===== src/rtl/sem_pkg.sv =====
// Shared definitions for the pedestrian-crossing controller: states, lamp
// patterns and default phase durations.
package sem_pkg;

  typedef enum logic [2:0] {
    ALLRED_A,
    CARS_GREEN,
    CARS_AMBER,
    ALLRED_B,
    WALK,
    BLINK,
    NIGHT_M
  } sem_state_t;

  // Lamp vectors are ordered {Rcars, Gcars, Rpedes, Gpedes}
  localparam logic [3:0] LAMP_ALLRED = 4'b1010;
  localparam logic [3:0] LAMP_GREEN  = 4'b0110;
  localparam logic [3:0] LAMP_AMBER  = 4'b1110;
  localparam logic [3:0] LAMP_WALK   = 4'b1001;

  localparam int unsigned DEF_T_GREEN  = 20;
  localparam int unsigned DEF_T_AMBER  = 5;
  localparam int unsigned DEF_T_ALLRED = 2;
  localparam int unsigned DEF_T_WALK   = 15;
  localparam int unsigned DEF_T_BLINK  = 5;

  localparam int unsigned SEC_W = 6;

  function automatic logic [3:0] lamp_pattern(sem_state_t st, logic phase);
    case (st)
      CARS_GREEN: lamp_pattern = LAMP_GREEN;
      CARS_AMBER: lamp_pattern = LAMP_AMBER;
      WALK:       lamp_pattern = LAMP_WALK;
      BLINK:      lamp_pattern = {3'b100, ~phase};
      NIGHT_M:    lamp_pattern = {~phase, ~phase, 2'b00};
      default:    lamp_pattern = LAMP_ALLRED;
    endcase
  endfunction

endpackage


===== src/rtl/sem_timer.sv =====
// Loadable down-counter that saturates at zero; advances only on tick.
module sem_timer #(
  parameter int unsigned     W       = 6,
  parameter logic [W-1:0]    RST_VAL = '0
) (
  input  logic         CLK,
  input  logic         RST,
  input  logic         load,
  input  logic [W-1:0] value,
  input  logic         tick,
  output logic [W-1:0] count,
  output logic         zero,
  output logic         one
);

  always_ff @(posedge CLK) begin
    if (RST) begin
      count <= RST_VAL;
    end else if (load) begin
      count <= value;
    end else if (tick && (count != '0)) begin
      count <= count - W'(1);
    end
  end

  assign zero = (count == '0);
  assign one  = (count == W'(1));

endmodule


===== src/rtl/sem_ctrl.sv =====
// Traffic/pedestrian crossing controller with request latch, blinking
// pedestrian phase and night (blinking amber) mode. All outputs registered.
module sem_ctrl
  import sem_pkg::*;
#(
  parameter int unsigned T_GREEN  = DEF_T_GREEN,
  parameter int unsigned T_AMBER  = DEF_T_AMBER,
  parameter int unsigned T_ALLRED = DEF_T_ALLRED,
  parameter int unsigned T_WALK   = DEF_T_WALK,
  parameter int unsigned T_BLINK  = DEF_T_BLINK
) (
  input  logic             CLK,
  input  logic             RST,
  input  logic             CLK_ENA,
  input  logic             PED_REQ,
  input  logic             NIGHT,
  output logic             Rcars,
  output logic             Gcars,
  output logic             Rpedes,
  output logic             Gpedes,
  output logic             WAIT_LED,
  output logic [SEC_W-1:0] SEC_LEFT
);

  if (T_GREEN < 1 || T_GREEN > 63 || T_AMBER < 1 || T_AMBER > 63 ||
      T_ALLRED < 1 || T_ALLRED > 63 || T_WALK < 1 || T_WALK > 63 ||
      T_BLINK < 1 || T_BLINK > 63) begin : g_param_check
    $error("sem_ctrl: all durations must lie in 1..63");
  end

  sem_state_t       state, state_nxt;
  logic             flag, flag_nxt;
  logic             phase, phase_nxt;
  logic             entering;
  logic [3:0]       lamps;
  logic [SEC_W-1:0] load_val;
  logic             cnt_zero, cnt_one;

  function automatic logic [SEC_W-1:0] duration(sem_state_t st);
    case (st)
      ALLRED_A, ALLRED_B: duration = SEC_W'(T_ALLRED);
      CARS_GREEN:         duration = SEC_W'(T_GREEN);
      CARS_AMBER:         duration = SEC_W'(T_AMBER);
      WALK:               duration = SEC_W'(T_WALK);
      BLINK:              duration = SEC_W'(T_BLINK);
      default:            duration = '0;
    endcase
  endfunction

  sem_timer #(
    .W       (SEC_W),
    .RST_VAL (SEC_W'(T_ALLRED))
  ) u_timer (
    .CLK   (CLK),
    .RST   (RST),
    .load  (entering),
    .value (load_val),
    .tick  (CLK_ENA),
    .count (SEC_LEFT),
    .zero  (cnt_zero),
    .one   (cnt_one)
  );

  always_comb begin
    state_nxt = state;
    case (state)
      ALLRED_A:   if (CLK_ENA && cnt_one) state_nxt = NIGHT ? CARS_AMBER : CARS_GREEN;
      CARS_GREEN: if (NIGHT || (cnt_zero && flag)) state_nxt = CARS_AMBER;
      CARS_AMBER: if (CLK_ENA && cnt_one) state_nxt = NIGHT ? NIGHT_M : ALLRED_B;
      ALLRED_B:   if (CLK_ENA && cnt_one) state_nxt = WALK;
      WALK:       if (CLK_ENA && cnt_one) state_nxt = BLINK;
      BLINK:      if (CLK_ENA && cnt_one) state_nxt = ALLRED_A;
      NIGHT_M:    if (!NIGHT) state_nxt = ALLRED_A;
      default:    state_nxt = ALLRED_A;
    endcase

    entering = (state_nxt != state);
    load_val = duration(state_nxt);

    // Clearing on WALK entry wins over a press in the same cycle
    flag_nxt = flag;
    if (PED_REQ && (state != WALK) && (state != BLINK)) flag_nxt = 1'b1;
    if (entering && (state_nxt == WALK)) flag_nxt = 1'b0;

    phase_nxt = phase;
    if (entering) phase_nxt = 1'b0;
    else if (CLK_ENA && ((state == BLINK) || (state == NIGHT_M))) phase_nxt = ~phase;
  end

  always_ff @(posedge CLK) begin
    if (RST) begin
      state <= ALLRED_A;
      flag  <= 1'b0;
      phase <= 1'b0;
      lamps <= LAMP_ALLRED;
    end else begin
      state <= state_nxt;
      flag  <= flag_nxt;
      phase <= phase_nxt;
      lamps <= lamp_pattern(state_nxt, phase_nxt);
    end
  end

  assign {Rcars, Gcars, Rpedes, Gpedes} = lamps;
  assign WAIT_LED = flag;

endmodule


===== config.mk =====
export PLATFORM = sky130hd
export DESIGN_NAME = sem_ctrl
export DESIGN_NICKNAME = d
export VERILOG_FILES = /design/src/rtl/sem_pkg.sv /design/src/rtl/sem_timer.sv /design/src/rtl/sem_ctrl.sv
export SDC_FILE = /design/constraint.sdc
export NUM_CORES = 1
export LEC_CHECK = 0
export BUFFER_PORTS_ARGS = -buffer_cell sky130_fd_sc_hd__buf_2
export CELL_PAD_IN_SITES_DETAIL_PLACEMENT = 2
export CELL_PAD_IN_SITES_GLOBAL_PLACEMENT = 2
export CORE_MARGIN = 5
export CORE_UTILIZATION = 36
export CTS_CLUSTER_SIZE = 10
export DETAILED_ROUTE_END_ITERATION = 12
export HOLD_SLACK_MARGIN = 0.1
export PLACE_DENSITY_LB_ADDON = 0.1
export SYNTH_ARGS = -nofsm -noshare
export SYNTH_HDL_FRONTEND = slang
export SYNTH_HIERARCHICAL = 1
export SYNTH_SLANG_ARGS = --single-unit

===== constraint.sdc =====
create_clock -name CLK -period 6.84 [get_ports CLK]
set_clock_uncertainty 0.2 [all_clocks]
set_input_delay 1.368 -clock CLK [delete_from_list [all_inputs] [get_ports CLK]]
set_output_delay 1.368 -clock CLK [all_outputs]
set_load 0.005 [all_outputs]

==> impl_metrics.env <==
export IMPL_clock_path_buffers=2
export IMPL_final_cells=174
export IMPL_grt_pass1_vias=1076
export IMPL_grt_pass1_wl_um=5260
export IMPL_cts_buffers=3
export IMPL_vdd_drop_max_mv=0.112
export IMPL_die_w_um=64.9
export IMPL_ys_async_sr_fraction_pct=0
export IMPL_cp_start_kind="flip-flop"
export IMPL_fmax_ghz=0.280
export IMPL_drt_iter0_drc=36
export IMPL_yosysSeqAreaShare_pct=27.7
export IMPL_r2r_start="u_timer/count[3]$_SDFFE_PP0P_"
export IMPL_period_needed_ns=3.57
export IMPL_maxSlewHeadroom_pct=20.0
export IMPL_antenna_found_initial=0
export IMPL_layout_area_overhead_vs_synth_pct=7.85
export IMPL_yosys_area_top_type="dfxtp_1"
export IMPL_netlist_area_um2=1080
export IMPL_cts_htree_levels=1
export IMPL_outcome="complete, no violations"
export IMPL_post_cts_buffers=0
export IMPL_synth_top_area_share_pct=27.7
export IMPL_netSwitchingFraction_pct=41.8
export IMPL_dp_cells=170
export IMPL_diodes=0
export IMPL_num_vias=1008
export IMPL_synth_area_per_cell_um2=8.47
export IMPL_drtAntennaViolNets=0
export IMPL_drc_errors=0
export IMPL_dr_pass1_iters=4
export IMPL_required_ns=6.82
export IMPL_finalCritPeriodShare_pct=52.1
export IMPL_critPathMaxFanout=12
export IMPL_hpwlAfterDp_um=2400
export IMPL_nets=150
export IMPL_hp_class="reg -> reg"
export IMPL_wirelength_um=3040
export IMPL_syn_inst=128
export IMPL_setup_viol=0
export IMPL_critical_path_class="reg -> reg"
export IMPL_synth_edff_count=0
export IMPL_initial_core_util_pct=36.4
export IMPL_post_route_cells_drive_above_1_share_pct=20.6
export IMPL_clkSlewWorstSetupHoldPaths_ns=0.10
export IMPL_leakagePower_nw=0.469
export IMPL_via_per_inst=5.79
export IMPL_arrival_ns=3.54
export IMPL_power_share_clock_pct=17.2
export IMPL_seqCellArea_um2=300
export IMPL_p_int_uw=176
export IMPL_synthFlopType="dfxtp_1"
export IMPL_rsz0062_at_grt="false"
export IMPL_cts_sinks=15
export IMPL_clk_latency_ns=0.28
export IMPL_netlist_top_cells_area="dfxtp_1 28%, a21oi_1 4.6%, ha_1 3.5%"
export IMPL_setup_tns_ns=0
export IMPL_fp_dieH_um=64.9
export IMPL_yosys_warnings=6
export IMPL_synth_fp_nets=136
export IMPL_finalHoldViolations=0
export IMPL_cts_hold_buf=0
export IMPL_core_area_um2=2980
export IMPL_grt_max_degree=15
export IMPL_synth_distinct_cells=56
export IMPL_cp_startpoint="u_timer/count[3]$_SDFFE_PP0P_"
export IMPL_ys_ff_latch=15
export IMPL_pwr_density_cell_nw_per_um2=258
export IMPL_holdWs_ns=0.348
export IMPL_grt_ovfl_total=0
export IMPL_die_area_um2=4210
export IMPL_gp_congestion=0.741
export IMPL_comb_power_share_pct=41.7
export IMPL_wire_per_inst_um=17.5
export IMPL_cts_tree="built"
export IMPL_grtUsageTotal_pct=15.8
export IMPL_drv_slew=0
export IMPL_row_count=20
export IMPL_hold_start="WAIT_LED$_SDFFE_PP0P_"
export IMPL_cts_repair_resized=0
export IMPL_p_switching_uw=126
export IMPL_multi_input_area_um2=687
export IMPL_p_seq_share_pct=41.1
export IMPL_ios=16
export IMPL_clock_root_buffer="clkbuf_4"
export IMPL_critPathCaptureType="flip-flop"
export IMPL_fill_cells=346
export IMPL_worst_pin_slew_ns=1.19
export IMPL_numPortBuffers=15
export IMPL_maxCapViolations=0
-- worst max-delay path: stages (launching register included) --
cell	delay (ns)
dfxtp_1	0.40
or3_1	0.46
nor3b_1	0.55
and2_4	0.29
mux2i_1	0.09
o21ai_0	0.92
inv_1	0.20
o21ai_0	0.27
a21oi_1	0.07
-- metrics by stage --
stage	utilization (%)	setup slack (ns)	power (mW)	cell area, um2
after detailed placement	38.3	3.11	0.253	1140
final	39.2	3.27	0.302	1170
after global placement	38.3	3.29	0.249	1140
after floorplan	-	3.98	0.215	1080
after CTS	39.2	3.22	0.307	1170
after global routing	39.2	2.93	0.329	1170
-- final cells by class --
| cell class | count | share of cell area, % |
|---|---|---|
| clock inverter | 1 | 0.428 |
| tap | 33 | 3.53 |
| multi-input combinational | 97 | 58.8 |
| inverter | 10 | 3.21 |
| timing repair buffer | 15 | 6.42 |
| sequential | 15 | 25.7 |
| clock buffer | 3 | 1.93 |
-- per-layer routing --
layer | track usage [%] | vias up | routed length, um
li1 | - | 502 | -
met1 | 19.2 | 489 | 1390
met4 | 3.17 | 0 | 15
met5 | 0 | - | 0
met2 | 28.6 | 15 | 1550
met3 | 3.29 | 2 | 96
-- worst paths after layout --
kind                                                      end  slack (ns)  cells after the start
worst min-delay path                    WAIT_LED$_SDFFE_PP0P_        0.35                      2
worst max register to register  u_timer/count[3]$_SDFFE_PP0P_        3.27                      8
worst min register to register          WAIT_LED$_SDFFE_PP0P_        0.35                      2
worst max-delay path            u_timer/count[3]$_SDFFE_PP0P_        3.27                      8
-- power groups by stage --
stage | clock network (mW) | logic, mW | registers [mW]
after CTS | 0.0554 | 0.128 | 0.124
after global routing | 0.0611 | 0.140 | 0.128
after floorplan | 0 | 0.0976 | 0.117
after global placement | 0 | 0.124 | 0.126
after detailed placement | 0 | 0.127 | 0.126
final | 0.0520 | 0.126 | 0.124
-- synth_stat cells, drive strengths merged, types with 2 or more instances --
master and count:
a21oi 10, a211o 3, a221oi 2, a31o 2, a31oi 3, nand2 7, nor3b 3, clkbuf 2
inv 10, nor2b 4, buf 4, or3 2, o21ai 2, nand3 7, nand2b 2, nor2 8
and2 2, o31ai 3, mux2i 2, nor3 3, ha 3, nor4b 2, dfxtp 15, xnor2 2
o221ai 2, a311oi 2, or4b 2
-- layout by cell type (no fill, tap or decap), types with 3 or more instances in the layout --
cell / count
a211o_1: 3
a21oi_1: 10
a31oi_1: 3
buf_2: 15
clkbuf_4: 3
dfxtp_1: 15
ha_1: 3
inv_1: 9
nand2_1: 6
nand3_1: 7
nor2_1: 7
nor3_1: 3
nor3b_1: 3
o31ai_1: 3
-- cell families after synthesis --
| family | Yosys count | share of synthesized area, % |
|---|---|---|
| and+or+nand+nor | 49 | 28.5 |
| other | 1 | 0.346 |
| muxes | 2 | 1.85 |
| xor gates and xnor gates | 3 | 2.43 |
| DFF | 15 | 27.7 |
| AOI/OAI and AO/OA | 39 | 26.8 |
| buffers and inverters | 16 | 8.89 |
| adders and majority gates | 3 | 3.46 |
-- flip-flops by register name, indices dropped and copies added (netlist names) --
| name | count |
|---|---|
| WAIT_LED | 1 |
| lamps | 4 |
| phase | 1 |
| state | 3 |
| u_timer/count | 6 |
No activity file was read; power rests on OpenSTA's default activity.
